File: src/rtl/pipe_ctrl_if.sv
// Control/status bundle between the 5-stage core datapath and its sequencing controller.
// The master side is the datapath, which supplies hazard info and receives stall/flush/halt.
interface pipe_ctrl_if;
  logic [4:0] id_rs1;
  logic [4:0] id_rs2;
  logic       id_uses_rs1;
  logic       id_uses_rs2;
  logic       id_hlt;
  logic [4:0] ex_rd;
  logic       ex_regwrite;
  logic       ex_memtoreg;
  logic       ex_take;
  logic       mem_req;
  logic       mem_ack;
  logic       stall_if;
  logic       stall_id;
  logic       stall_ex;
  logic       flush_id;
  logic       flush_ex;
  logic       halted;
  logic       mem_err;

  modport master (
    output id_rs1, id_rs2, id_uses_rs1, id_uses_rs2, id_hlt,
    output ex_rd, ex_regwrite, ex_memtoreg, ex_take, mem_req, mem_ack,
    input  stall_if, stall_id, stall_ex, flush_id, flush_ex, halted, mem_err
  );

  modport slave (
    input  id_rs1, id_rs2, id_uses_rs1, id_uses_rs2, id_hlt,
    input  ex_rd, ex_regwrite, ex_memtoreg, ex_take, mem_req, mem_ack,
    output stall_if, stall_id, stall_ex, flush_id, flush_ex, halted, mem_err
  );
endinterface

File: src/rtl/pipe_ctrl.sv
// Pipeline sequencing controller: hazard stalls/flushes, memory-wait freeze with timeout,
// and the halt-drain sequence that retires in-flight instructions before halting.
module pipe_ctrl #(
  parameter int DRAIN_CYCLES = 3,
  parameter int MEM_TIMEOUT  = 15,
  parameter int CNT_W        = 4
) (
  input  logic        clk,
  input  logic        rst_n,
  pipe_ctrl_if.slave  bus
);

  typedef enum logic [1:0] {RUN, DRAIN, HALTED} state_t;

  localparam logic [CNT_W-1:0] DRAIN_INIT = CNT_W'(DRAIN_CYCLES);
  localparam logic [CNT_W-1:0] TMO_MAX    = CNT_W'(MEM_TIMEOUT);
  localparam logic [CNT_W-1:0] TMO_LAST   = CNT_W'(MEM_TIMEOUT - 1);
  localparam logic [CNT_W-1:0] CNT_ONE    = CNT_W'(1);

  state_t           state_reg;
  logic [CNT_W-1:0] drain_cnt_reg;
  logic [CNT_W-1:0] tmo_cnt_reg;
  logic             halted_reg;
  logic             mem_err_reg;

  logic freeze;
  logic load_use;
  logic hlt_accept;

  assign freeze = bus.mem_req & ~bus.mem_ack & ~mem_err_reg;

  // A load targeting x0 never produces a value, so it cannot create a hazard.
  assign load_use = bus.ex_memtoreg & bus.ex_regwrite & (bus.ex_rd != 5'd0) &
                    ((bus.id_uses_rs1 & (bus.id_rs1 == bus.ex_rd)) |
                     (bus.id_uses_rs2 & (bus.id_rs2 == bus.ex_rd)));

  assign hlt_accept = (state_reg == RUN) & ~freeze & ~bus.ex_take & ~load_use & bus.id_hlt;

  always_ff @(posedge clk or negedge rst_n) begin
    if (!rst_n) begin
      state_reg     <= RUN;
      drain_cnt_reg <= '0;
      tmo_cnt_reg   <= '0;
      halted_reg    <= 1'b0;
      mem_err_reg   <= 1'b0;
    end else begin
      if (freeze) begin
        if (tmo_cnt_reg != TMO_MAX)
          tmo_cnt_reg <= tmo_cnt_reg + CNT_ONE;
      end else begin
        tmo_cnt_reg <= '0;
      end

      // The timeout edge is the one on which the counter reaches MEM_TIMEOUT.
      if (freeze && (tmo_cnt_reg >= TMO_LAST)) begin
        mem_err_reg <= 1'b1;
        state_reg   <= HALTED;
        halted_reg  <= 1'b1;
      end else begin
        case (state_reg)
          RUN: begin
            if (hlt_accept) begin
              state_reg     <= DRAIN;
              drain_cnt_reg <= DRAIN_INIT;
            end
          end
          DRAIN: begin
            if (!freeze) begin
              if (drain_cnt_reg <= CNT_ONE) begin
                state_reg     <= HALTED;
                halted_reg    <= 1'b1;
                drain_cnt_reg <= '0;
              end else begin
                drain_cnt_reg <= drain_cnt_reg - CNT_ONE;
              end
            end
          end
          HALTED:  halted_reg <= 1'b1;
          default: state_reg  <= RUN;
        endcase
      end
    end
  end

  always_comb begin
    bus.stall_if = 1'b0;
    bus.stall_id = 1'b0;
    bus.stall_ex = 1'b0;
    bus.flush_id = 1'b0;
    bus.flush_ex = 1'b0;
    if (!rst_n) begin
      bus.stall_if = 1'b0;
    end else if ((state_reg == HALTED) || freeze) begin
      bus.stall_if = 1'b1;
      bus.stall_id = 1'b1;
      bus.stall_ex = 1'b1;
    end else if (state_reg == DRAIN) begin
      bus.stall_if = 1'b1;
      bus.flush_id = 1'b1;
      bus.flush_ex = 1'b1;
    end else if (bus.ex_take) begin
      bus.flush_id = 1'b1;
      bus.flush_ex = 1'b1;
    end else if (load_use) begin
      bus.stall_if = 1'b1;
      bus.stall_id = 1'b1;
      bus.flush_ex = 1'b1;
    end else if (bus.id_hlt) begin
      bus.stall_if = 1'b1;
      bus.flush_id = 1'b1;
    end
  end

  assign bus.halted  = halted_reg;
  assign bus.mem_err = mem_err_reg;

endmodule
File: src/flat_wrapper.sv
// flat-port wrapper written by rule: the top's interface ports become plain ports
module pipe_ctrl_flat 
#(
  parameter int DRAIN_CYCLES = 3,
  parameter int MEM_TIMEOUT  = 15,
  parameter int CNT_W        = 4
)
  (clk, rst_n, bus_id_rs1, bus_id_rs2, bus_id_uses_rs1, bus_id_uses_rs2, bus_id_hlt, bus_ex_rd, bus_ex_regwrite, bus_ex_memtoreg, bus_ex_take, bus_mem_req, bus_mem_ack, bus_stall_if, bus_stall_id, bus_stall_ex, bus_flush_id, bus_flush_ex, bus_halted, bus_mem_err);
  pipe_ctrl_if bus_i ();
  input  logic clk;
  input  logic rst_n;
  input wire logic [$bits(bus_i.id_rs1)-1:0] bus_id_rs1;
  input wire logic [$bits(bus_i.id_rs2)-1:0] bus_id_rs2;
  input wire logic [$bits(bus_i.id_uses_rs1)-1:0] bus_id_uses_rs1;
  input wire logic [$bits(bus_i.id_uses_rs2)-1:0] bus_id_uses_rs2;
  input wire logic [$bits(bus_i.id_hlt)-1:0] bus_id_hlt;
  input wire logic [$bits(bus_i.ex_rd)-1:0] bus_ex_rd;
  input wire logic [$bits(bus_i.ex_regwrite)-1:0] bus_ex_regwrite;
  input wire logic [$bits(bus_i.ex_memtoreg)-1:0] bus_ex_memtoreg;
  input wire logic [$bits(bus_i.ex_take)-1:0] bus_ex_take;
  input wire logic [$bits(bus_i.mem_req)-1:0] bus_mem_req;
  input wire logic [$bits(bus_i.mem_ack)-1:0] bus_mem_ack;
  output wire logic [$bits(bus_i.stall_if)-1:0] bus_stall_if;
  output wire logic [$bits(bus_i.stall_id)-1:0] bus_stall_id;
  output wire logic [$bits(bus_i.stall_ex)-1:0] bus_stall_ex;
  output wire logic [$bits(bus_i.flush_id)-1:0] bus_flush_id;
  output wire logic [$bits(bus_i.flush_ex)-1:0] bus_flush_ex;
  output wire logic [$bits(bus_i.halted)-1:0] bus_halted;
  output wire logic [$bits(bus_i.mem_err)-1:0] bus_mem_err;
  assign bus_i.id_rs1 = bus_id_rs1;
  assign bus_i.id_rs2 = bus_id_rs2;
  assign bus_i.id_uses_rs1 = bus_id_uses_rs1;
  assign bus_i.id_uses_rs2 = bus_id_uses_rs2;
  assign bus_i.id_hlt = bus_id_hlt;
  assign bus_i.ex_rd = bus_ex_rd;
  assign bus_i.ex_regwrite = bus_ex_regwrite;
  assign bus_i.ex_memtoreg = bus_ex_memtoreg;
  assign bus_i.ex_take = bus_ex_take;
  assign bus_i.mem_req = bus_mem_req;
  assign bus_i.mem_ack = bus_mem_ack;
  assign bus_stall_if = bus_i.stall_if;
  assign bus_stall_id = bus_i.stall_id;
  assign bus_stall_ex = bus_i.stall_ex;
  assign bus_flush_id = bus_i.flush_id;
  assign bus_flush_ex = bus_i.flush_ex;
  assign bus_halted = bus_i.halted;
  assign bus_mem_err = bus_i.mem_err;
  pipe_ctrl #(.DRAIN_CYCLES(DRAIN_CYCLES), .MEM_TIMEOUT(MEM_TIMEOUT), .CNT_W(CNT_W)) u_core (.clk(clk), .rst_n(rst_n), .bus(bus_i));
endmodule
File: config.mk
export PLATFORM = sky130hd
export DESIGN_NAME = pipe_ctrl_flat
export DESIGN_NICKNAME = d
export VERILOG_FILES = /design/src/rtl/pipe_ctrl_if.sv /design/src/rtl/pipe_ctrl.sv /design/src/flat_wrapper.sv
export SDC_FILE = /design/constraint.sdc
export NUM_CORES = 1
export LEC_CHECK = 0
export CAP_MARGIN = 25
export CORE_MARGIN = 2
export CORE_UTILIZATION = 45
export CTS_CLUSTER_DIAMETER = 80
export CTS_CLUSTER_SIZE = 20
export DETAILED_ROUTE_END_ITERATION = 8
export PLACE_DENSITY_LB_ADDON = 0.3
export SLEW_MARGIN = 20
export SYNTH_ARGS = -nofsm -noshare
export SYNTH_HDL_FRONTEND = slang
export SYNTH_SLANG_ARGS = --single-unit
File: constraint.sdc
create_clock -name clk -period 2.4 [get_ports clk]
set_input_delay 0.48 -clock clk [delete_from_list [all_inputs] [get_ports clk]]
set_output_delay 0.48 -clock clk [all_outputs]
set_load 0.01 [all_outputs]
==> metrics.txt, run 1 <==
share of the synthesized area in compound gates (AO/OA/AOI/OAI)=21.57%; Clk pin slew, worst setup/hold paths=0.06 ns; total number of clock tree sinks=12; antenna violations before repair=0; slew at the pin with the worst max-slew slack=0.3556 ns; basic-gate share of the synthesized area counting and, or, nand and nor cells=21.05%; aggregate negative setup slack=0 ns; unrepaired setup endpoints after global routing=yes; total of endpoints with negative setup slack in the final report=0; cells traversed along the worst timing path=buf_6 > or3_4 > o311a_4 > nand2_4 > a21oi_2 > o41a_1 > buf_2; Area contributors post-synth=sky130_fd_sc_hd__dfrtp_1 (31%), sky130_fd_sc_hd__ha_1 (10%), sky130_fd_sc_hd__xnor2_1 (9.9%); H-Tree Depth=1; highest clock rate=417.2 MHz; Non-Filler Cell Area, Final=1464 um2; min Tclk post-route=2.397 ns; DP Area=1396 um2; post-synth net total=144; crit path kind=in2out; first drt pass iteration count=4; TritonCTS clock tree=done; parity-gate share of the synthesized area counting xor and xnor cells=9.884%; die area=2554 um2; Worst Reg2Reg Path Length in Cells=9; ys async rst share=100.0%; number of hold buffers added after CTS=0; Avg WL per Cell=14.42 um; result of the run=finished, final reports clean; antenna-violating nets left=0; part of the cycle the worst path needs=99.88%; Clock Skews=0.004606 ns; area of the core region=2002 um2; number of top-level pins=32; max_cap viols=0; HPWL Detailed=2.069 mm; count of flip-flops with a built-in enable after synthesis=0; Final Max Tran Viols=0; worst-case register-to-register setup slack=0.52 ns; number of buffers inserted during clock tree synthesis=3; start point of the worst min-delay path=u_core.bus.halted; area of the multi-input gates=665.6 um2; Mean Syn Cell Area=8.781 um2; mapped cell area=974.7 um2; power density over the cells=664.1 nW/um2; largest net degree at the start of global routing=13; leading cell types in the layout, fill and taps excluded=sky130_fd_sc_hd__buf_4 (15), sky130_fd_sc_hd__nor2_1 (13), sky130_fd_sc_hd__dfrtp_1 (12), sky130_fd_sc_hd__xnor2_1 (11), sky130_fd_sc_hd__clkdlybuf4s50_1 (11); initial detailed-routing violation count=22; area taken by flip-flops and latches=300.3 um2; GRT Util Overall=22.40%; vias per cell=5.341; data arrival time of the critical path=1.92 ns; crit path launch type=primary input; maximum vdd drop=0.5812 mV; r2r endpoint=u_core.state_reg[1]; wire length of the first global-routing pass=4.298 mm; top flip-flop cell by instance count after synthesis=sky130_fd_sc_hd__dfrtp_1; vertical die dimension=50.54 um; critical path fanouts, max=2; most frequent standard cell in the layout excluding fill and tap cells=sky130_fd_sc_hd__buf_4; CP required=1.92 ns; register area share after synthesis=30.81%; worst-skew pair later-pin latency=0.27 ns; critical path capture point type=output port; Post-route DRC=0; number of antenna repair diodes=0; crit path from=bus_ex_rd[1]; leakage=0.7250 nW; end point of the critical path=bus_stall_if; area overhead of the layout relative to synthesis=50.19%; port bufs=31; main combinational cell family by area after synthesis=compound AO/OA/AOI/OAI gates; final hold violation count=0; warning count from the yosys run=0; root buffer cell=sky130_fd_sc_hd__clkbuf_4; number of rows created at floorplan=16; placer's final routability congestion estimate=0.8706; Final Routed Wirelength=2.667 mm; share of the synthesized area in the top cell type=30.81%; die width=50.54 um; critical-path cell with the highest stage delay=sky130_fd_sc_hd__or3_4; max incr delay on CP=0.38 ns; post-route total power=0.9721 mW; CTS max path bufs=2; Synth cell types=37; via count of the first global-routing pass=986; post-synthesis mux area share=2.054%; cell type with the largest total area after synthesis=sky130_fd_sc_hd__dfrtp_1; remaining global-route overflow=0; Synth Instances=111; Nets=193; Reg2Reg Launch Point=u_core.drain_cnt_reg[0]; worst hold-check path type=reg2reg; area share of fa/ha/maj cells after synthesis=10.27%; Filler cells=161; count of state elements after synthesis=12; starting density of the core=48.69%; via count=988; share of post-route cells with drive strength above 1=23.42%; max-slew headroom at the worst pin=76.11%
logic make-up after synthesis:
group	count (synthesis)
xor+xnor	11
simple gates	41
buf+inv	10
mux	2
compound gates	27
fa+ha+maj	8
flops	12
worst min path at each step:
stage / cells past startpoint / endpoint
6_report: 1 / u_core.bus.halted
5_1_grt: 1 / u_core.bus.halted
3_5_place_dp: 1 / u_core.bus.halted
4_1_cts: 1 / u_core.bus.halted
2_1_floorplan: 0 / u_core.bus.halted
3_3_place_gp: 1 / u_core.bus.halted
layout make-up:
class                   instances  share of cell area (%)
well taps                      27                   2.308
multi-input cells              89                   45.47
repair buffers                 46                   28.12
flip-flops and latches         12                   20.51
inverters                       8                   2.051
clock buffers                   3                   1.538
per-stage QoR:
| step | hold slack, ns | utilization [%] | worst slack [ns] | std cells |
|---|---|---|---|---|
| 6_report | 0.4723 | 73.13 | 0.002804 | 185 |
| 5_1_grt | 0.4825 | 73.13 | -0.03355 | 185 |
| 4_1_cts | 0.4741 | 71.25 | -0.04500 | 184 |
| 3_5_place_dp | 0.4557 | 69.75 | -0.7628 | 179 |
| 3_3_place_gp | 0.4520 | 69.75 | -0.6825 | 179 |
| 2_1_floorplan | 0.1844 | - | 0.1860 | 111 |
critical path, delay by kind of cell:
| kind | cells | cell delay (ns) |
|---|---|---|
| and+or+nand+nor | 2 | 0.46 |
| buffers and inverters | 2 | 0.23 |
| AOI/OAI and AO/OA | 3 | 0.74 |
power by group:
part / internal [mW] / switching (mW) / total [mW]
Sequential: 0.246 / 0.0430 / 0.289
Clock: 0.0582 / 0.0633 / 0.121
Combinational: 0.275 / 0.287 / 0.562
metal layers:
metal  wire length (um)  global-route usage (%)
met1               1093                   26.84
met2               1477                   39.91
met3                 69                   5.655
met4                 27                   5.405
met5                  0                       0
timing repair:
action,CTS,global route
buffers inserted,2,1
pin swaps,8,19
setup endpoints to repair,5,5
resized for setup,38,15
synthesized netlist by cell type, types with 2 or more instances:
library cell and instances:
sky130_fd_sc_hd__a21oi_1 5, sky130_fd_sc_hd__dfrtp_1 12, sky130_fd_sc_hd__ha_1 8, sky130_fd_sc_hd__inv_1 8, sky130_fd_sc_hd__mux2i_1 2, sky130_fd_sc_hd__nand2_1 7
sky130_fd_sc_hd__nand3_1 4, sky130_fd_sc_hd__nand4_1 2, sky130_fd_sc_hd__nor2_1 13, sky130_fd_sc_hd__nor2b_1 2, sky130_fd_sc_hd__nor3_1 4, sky130_fd_sc_hd__nor3b_1 2
sky130_fd_sc_hd__o211ai_1 2, sky130_fd_sc_hd__o21ai_0 5, sky130_fd_sc_hd__or3_1 3, sky130_fd_sc_hd__xnor2_1 11
Note: power is estimated with default switching activity, not from simulation.
==> inputs of run 2 (changes only) <==
Settings changed: TNS_END_PERCENT set to 1.
==> run 2 against run 1 <==
The run now ends with negative setup slack left. Sequential share of layout area rose by 0.18 points. Global-route usage rose by 0.063 points. Sequential cell count did not move. Worst hold slack barely moved. Die area did not move. Non-clock buffer count fell by 2. Via count rose by 1.2%. Combinational power barely moved. Critical path depth did not move. Clock skew fell by 0.00080 ns. Critical path type unchanged. Critical endpoint unchanged. Largest power group unchanged.
==> metrics.txt, run 2 (synthesis gave the netlist of run 1 again) <==
number of top-level pins=32 (unchanged); crit path launch type=primary input (unchanged); unrepaired setup endpoints after global routing=yes (unchanged); die area=2554 um2 (unchanged); CTS max path bufs=2 (unchanged); crit path kind=in2out (unchanged); die width=50.54 um (unchanged); cells traversed along the worst timing path=buf_6 > or3_4 > o311a_4 > nand2_4 > a21oi_2 > o41a_1 > buf_2 (unchanged); Int Power=0.5815 mW (was 0.5793 mW); final hold violation count=0 (unchanged); leading cell types in the layout, fill and taps excluded=sky130_fd_sc_hd__nor2_1 (13), sky130_fd_sc_hd__buf_4 (13), sky130_fd_sc_hd__clkdlybuf4s50_1 (12), sky130_fd_sc_hd__dfrtp_1 (12), sky130_fd_sc_hd__xnor2_1 (11) (was sky130_fd_sc_hd__buf_4 (15), sky130_fd_sc_hd__nor2_1 (13), sky130_fd_sc_hd__dfrtp_1 (12), sky130_fd_sc_hd__xnor2_1 (11), sky130_fd_sc_hd__clkdlybuf4s50_1 (11)); number of hold buffers added after CTS=0 (unchanged); share of post-route cells with drive strength above 1=21.79% (was 23.42%); highest clock rate=415.6 MHz (was 417.2 MHz); critical path capture point type=output port (unchanged); number of antenna repair diodes=0 (unchanged); remaining global-route overflow=0 (unchanged); instance count after placement with tap cells included=179 (unchanged); crit path setup slack, layout=-0.006056 ns (was 0.002804 ns); total of endpoints with negative setup slack in the final report=1 (was 0); Post-route DRC=0 (unchanged); switching component of the power=0.3938 mW (was 0.3928 mW); GRT Util Overall=22.46% (was 22.40%); area of the multi-input gates=663.1 um2 (was 665.6 um2); TritonCTS clock tree=done (unchanged); post-placement worst setup slack=-0.7628 ns (unchanged); max-slew headroom at the worst pin=76.76% (was 76.11%); worst-skew pair later-pin latency=0.27 ns (about the same); area overhead of the layout relative to synthesis=48.91% (was 50.19%); H-Tree Depth=1 (unchanged); net switching share of the total power=40.37% (was 40.41%); critical path fanouts, max=3 (was 2); Clk pin slew, worst setup/hold paths=0.06 ns (about the same); antenna violations before repair=0 (unchanged); data arrival time of the critical path=1.93 ns (was 1.92 ns); violations in the final reports=negative setup slack; placer's final routability congestion estimate=0.8706 (unchanged); first drt pass iteration count=4 (unchanged); max_cap viols=0 (unchanged); Nets=191 (was 193); largest net degree at the start of global routing=13 (unchanged); via count=1,000 (was 988); power density over the cells=671.9 nW/um2 (was 664.1 nW/um2); part of the cycle the worst path needs=100.3% (was 99.88%); wire length of the first global-routing pass=4.305 mm (was 4.298 mm); Filler cells=164 (was 161); HPWL Detailed=2.069 mm (unchanged); max incr delay on CP=0.38 ns (about the same); initial detailed-routing violation count=13 (was 22); Final Max Tran Viols=0 (unchanged); worst hold-check path type=reg2reg (unchanged); share of total power in sequential cells=29.6% (was 29.7%); Clock power frac=12.4% (was 12.5%); Combinational Power Share=58.0% (was 57.8%); number of buffers inserted during clock tree synthesis=3 (unchanged); filler-free cell count of the finished design=183 (was 185); slew at the pin with the worst max-slew slack=0.3459 ns (was 0.3556 ns); port bufs=31 (unchanged); starting density of the core=48.69% (unchanged); area of the core region=2002 um2 (unchanged); Clock Skews=0.003807 ns (was 0.004606 ns); min Tclk post-route=2.406 ns (was 2.397 ns); leakage=0.6997 nW (was 0.7250 nW); total number of clock tree sinks=12 (unchanged); via count of the first global-routing pass=997 (was 986); Avg WL per Cell=14.22 um (was 14.42 um); antenna-violating nets left=0 (unchanged); CP required=1.92 ns (about the same); result of the run=complete, but fails checks (was finished, final reports clean); vias per cell=5.464 (was 5.341); critical-path cell with the highest stage delay=sky130_fd_sc_hd__or3_4 (unchanged); root buffer cell=sky130_fd_sc_hd__clkbuf_4 (unchanged); maximum vdd drop=0.5666 mV (was 0.5812 mV); post-route core utilization=72.50% (was 73.13%); number of rows created at floorplan=16 (unchanged); Final Routed Wirelength=2.602 mm (was 2.667 mm); area taken by flip-flops and latches=300.3 um2 (unchanged); vertical die dimension=50.54 um (unchanged)
## run 2: timing repair
item	CTS	global route
resized for setup	35	12
setup buffers	1	0
endpoints found under the setup margin	5	5
pin swaps	8	18
## run 2: layer usage
metal / track usage, % / vias up / wire length, um
met1: 26.65 / 477 / 1063
met2: 39.47 / 26 / 1412
li1: - / 491 / -
met3: 5.655 / 6 / 81
met5: 0 / - / 0
met4: 7.207 / 0 / 44
## run 2: final cells by class
class / instances / area share (%)
clock buffer: 3 / 1.552
inverter: 8 / 2.069
multi-input combinational: 89 / 45.69
sequential: 12 / 20.69
tap: 27 / 2.328
timing repair buffer: 44 / 27.67
## run 2: final timing paths
check	from	end	slack (ns)	cells after the start
setup / recovery	bus_ex_rd[1]	bus_stall_if	-0.006	7
hold / removal	u_core.bus.halted	u_core.bus.halted	0.47	1
setup reg to reg	u_core.drain_cnt_reg[0]	u_core.state_reg[1]	0.52	9
hold reg to reg	u_core.bus.halted	u_core.bus.halted	0.47	1
max in group asynchronous	rst_n	u_core.tmo_cnt_reg[0]	1.55	2
min in group asynchronous	rst_n	u_core.drain_cnt_reg[0]	0.69	2
## run 2: through the flow
stage	power [mW]	instance area (um2)	hold WS (ns)	setup TNS, ns
6_report	0.9753	1451	0.4719	-0.006056
5_1_grt	1.059	1451	0.4825	-0.08682
4_1_cts	0.9772	1430	0.4741	-0.08806
3_5_place_dp	0.8652	1396	0.4557	-2.841
3_3_place_gp	0.8381	1396	0.4520	-2.226
2_1_floorplan	0.6495	974.7	0.1844	0
## run 2: power groups by stage
stage | clock (mW) | sequential (mW) | combinational (mW)
after floorplan | 0 | 0.280 | 0.370
after global placement | 0 | 0.287 | 0.551
after detailed placement | 0 | 0.290 | 0.575
after CTS | 0.126 | 0.287 | 0.564
after global routing | 0.134 | 0.294 | 0.631
final | 0.121 | 0.289 | 0.565
## run 2: worst max-delay path: cells and delay by family
kind | cells | cell delay [ns]
AO/OA/AOI/OAI | 3 | 0.74
AND/OR/NAND/NOR | 2 | 0.47
buffers and inverters | 2 | 0.24
==> inputs of run 3 (changes only) <==
Settings changed: SKIP_LAST_GASP set to 1.
==> run 3 against run 2 <==
The flow still finishes with violations (negative setup slack). Sequential cell count did not move. Cell area up 0.43%. Die area stayed put. Global-route usage did not move. First-iteration DRC count stayed put.
==> metrics.txt, run 3 (synthesis gave the netlist of run 1 again) <==
aggregate negative setup slack=-0.006076 ns (was -0.006056 ns); Clock power frac=12.4% (about the same); number of top-level pins=32 (unchanged); area overhead of the layout relative to synthesis=49.55% (was 48.91%); leakage=0.6990 nW (was 0.6997 nW); highest clock rate=415.6 MHz (about the same); die area=2554 um2 (unchanged); H-Tree Depth=1 (unchanged); area of the core region=2002 um2 (unchanged); antenna violations before repair=0 (unchanged); total of endpoints with negative setup slack in the final report=1 (unchanged); Post-route DRC=0 (unchanged); final hold violation count=0 (unchanged); min Tclk post-route=2.406 ns (about the same); CTS max path bufs=2 (unchanged); HPWL Detailed=2.069 mm (unchanged); vias per cell=5.464 (unchanged); initial detailed-routing violation count=13 (unchanged); share of post-route cells with drive strength above 1=21.79% (unchanged); crit path launch type=primary input (unchanged); Combinational Power Share=58.1% (was 58.0%); crit path from=bus_ex_rd[1] (unchanged); crit path setup slack, layout=-0.006076 ns (was -0.006056 ns); CP required=1.92 ns (about the same); Int Power=0.5843 mW (was 0.5815 mW); crit path kind=in2out (unchanged); leading cell types in the layout, fill and taps excluded=sky130_fd_sc_hd__nor2_1 (13), sky130_fd_sc_hd__buf_4 (13), sky130_fd_sc_hd__clkdlybuf4s50_1 (12), sky130_fd_sc_hd__dfrtp_1 (12), sky130_fd_sc_hd__xnor2_1 (11) (unchanged); via count of the first global-routing pass=997 (unchanged); critical path capture point type=output port (unchanged); vertical die dimension=50.54 um (unchanged); data arrival time of the critical path=1.93 ns (about the same); first drt pass iteration count=4 (unchanged); wire length of the first global-routing pass=4.305 mm (unchanged); GRT Util Overall=22.46% (unchanged); critical path fanouts, max=3 (unchanged); part of the cycle the worst path needs=100.3% (about the same); worst-skew pair later-pin latency=0.27 ns (about the same); total number of clock tree sinks=12 (unchanged); switching component of the power=0.3939 mW (was 0.3938 mW); root buffer cell=sky130_fd_sc_hd__clkbuf_4 (unchanged); Final Routed Wirelength=2.607 mm (was 2.602 mm); number of rows created at floorplan=16 (unchanged); max_cap viols=0 (unchanged); start point of the worst min-delay path=u_core.bus.halted (unchanged); starting density of the core=48.69% (unchanged); Avg WL per Cell=14.25 um (was 14.22 um); TritonCTS clock tree=done (unchanged); violations in the final reports=negative setup slack (unchanged); antenna-violating nets left=0 (unchanged); largest net degree at the start of global routing=13 (unchanged); net switching share of the total power=40.27% (was 40.37%); number of antenna repair diodes=0 (unchanged); number of buffers inserted during clock tree synthesis=3 (unchanged); slew at the pin with the worst max-slew slack=0.3459 ns (unchanged); result of the run=complete, but fails checks (unchanged); Clk pin slew, worst setup/hold paths=0.06 ns (about the same); unrepaired setup endpoints after global routing=yes (unchanged); max-slew headroom at the worst pin=76.76% (unchanged); power density over the cells=671.1 nW/um2 (was 671.9 nW/um2); worst hold-check path type=reg2reg (unchanged); maximum vdd drop=0.5671 mV (was 0.5666 mV); port bufs=31 (unchanged); Nets=191 (unchanged); placer's final routability congestion estimate=0.8706 (unchanged); die width=50.54 um (unchanged); share of total power in sequential cells=29.5% (was 29.6%); Filler cells=162 (was 164); Final Max Tran Viols=0 (unchanged); via count=1,000 (unchanged); post-route total power=0.9782 mW (was 0.9753 mW); Clock Skews=0.003807 ns (unchanged); Reg2Reg Launch Point=u_core.drain_cnt_reg[0] (unchanged); remaining global-route overflow=0 (unchanged)
[run 3: cell count changes in the layout (fill, tap and decap cells not counted)]
cell / before / now
sky130_fd_sc_hd__buf_2: 4 / 3
sky130_fd_sc_hd__clkdlybuf4s15_2: 0 / 1
[run 3: power groups by stage]
stage	combinational (mW)	sequential, mW	clock (mW)
3_5_place_dp	0.575	0.290	0
4_1_cts	0.564	0.287	0.126
5_1_grt	0.634	0.294	0.134
6_report	0.568	0.289	0.121
3_3_place_gp	0.551	0.287	0
2_1_floorplan	0.370	0.280	0
[run 3: worst paths after layout]
path	end	slack [ns]	cells past startpoint
min in group asynchronous	u_core.drain_cnt_reg[0]	0.69	2
hold / removal	u_core.bus.halted	0.47	1
max in group asynchronous	u_core.tmo_cnt_reg[0]	1.55	2
hold reg to reg	u_core.bus.halted	0.47	1
setup reg to reg	u_core.state_reg[1]	0.52	9
setup / recovery	bus_stall_if	-0.006	7
[run 3: metrics by stage]
step | util [%] | hold slack [ns] | instances | setup WS, ns | instance area, um2
finish | 72.81 | 0.4719 | 183 | -0.006076 | 1458
detailed placement | 69.75 | 0.4557 | 179 | -0.7628 | 1396
global placement | 69.75 | 0.4520 | 179 | -0.6825 | 1396
global route | 72.81 | 0.4825 | 183 | -0.04652 | 1458
CTS | 71.38 | 0.4741 | 183 | -0.04880 | 1429
floorplan | - | 0.1844 | 111 | 0.1860 | 974.7
[run 3: area by class of cell]
cell class | instances | area, um2 | share of cell area, %
multi-input cells | 89 | 663.1 | 45.49
well taps | 27 | 33.78 | 2.318
inverters | 8 | 30.03 | 2.060
repair buffers | 44 | 407.9 | 27.98
flip-flops and latches | 12 | 300.3 | 20.60
clock buffers | 3 | 22.52 | 1.545
[run 3: repair_timing]
action | 4_1_cts | 5_1_grt
setup buffers | 1 | 0
resized for setup | 34 | 11
pin swaps | 8 | 16
setup endpoints to repair | 5 | 5
hold buffers | 0 | 0
[run 3: metal layers]
layer / GRT usage, % / vias to the layer above / routed length (um)
met3: 5.655 / 6 / 81
met1: 26.65 / 477 / 1062
li1: - / 491 / -
met4: 7.207 / 0 / 44
met2: 39.47 / 26 / 1419
met5: 0 / - / 0
[run 3: critical path, stage by stage]
cell	delay, ns
sky130_fd_sc_hd__buf_6	0.10
sky130_fd_sc_hd__or3_4	0.38
sky130_fd_sc_hd__o311a_4	0.33
sky130_fd_sc_hd__nand2_4	0.09
sky130_fd_sc_hd__a21oi_2	0.05
sky130_fd_sc_hd__o41a_1	0.36
sky130_fd_sc_hd__buf_2	0.14
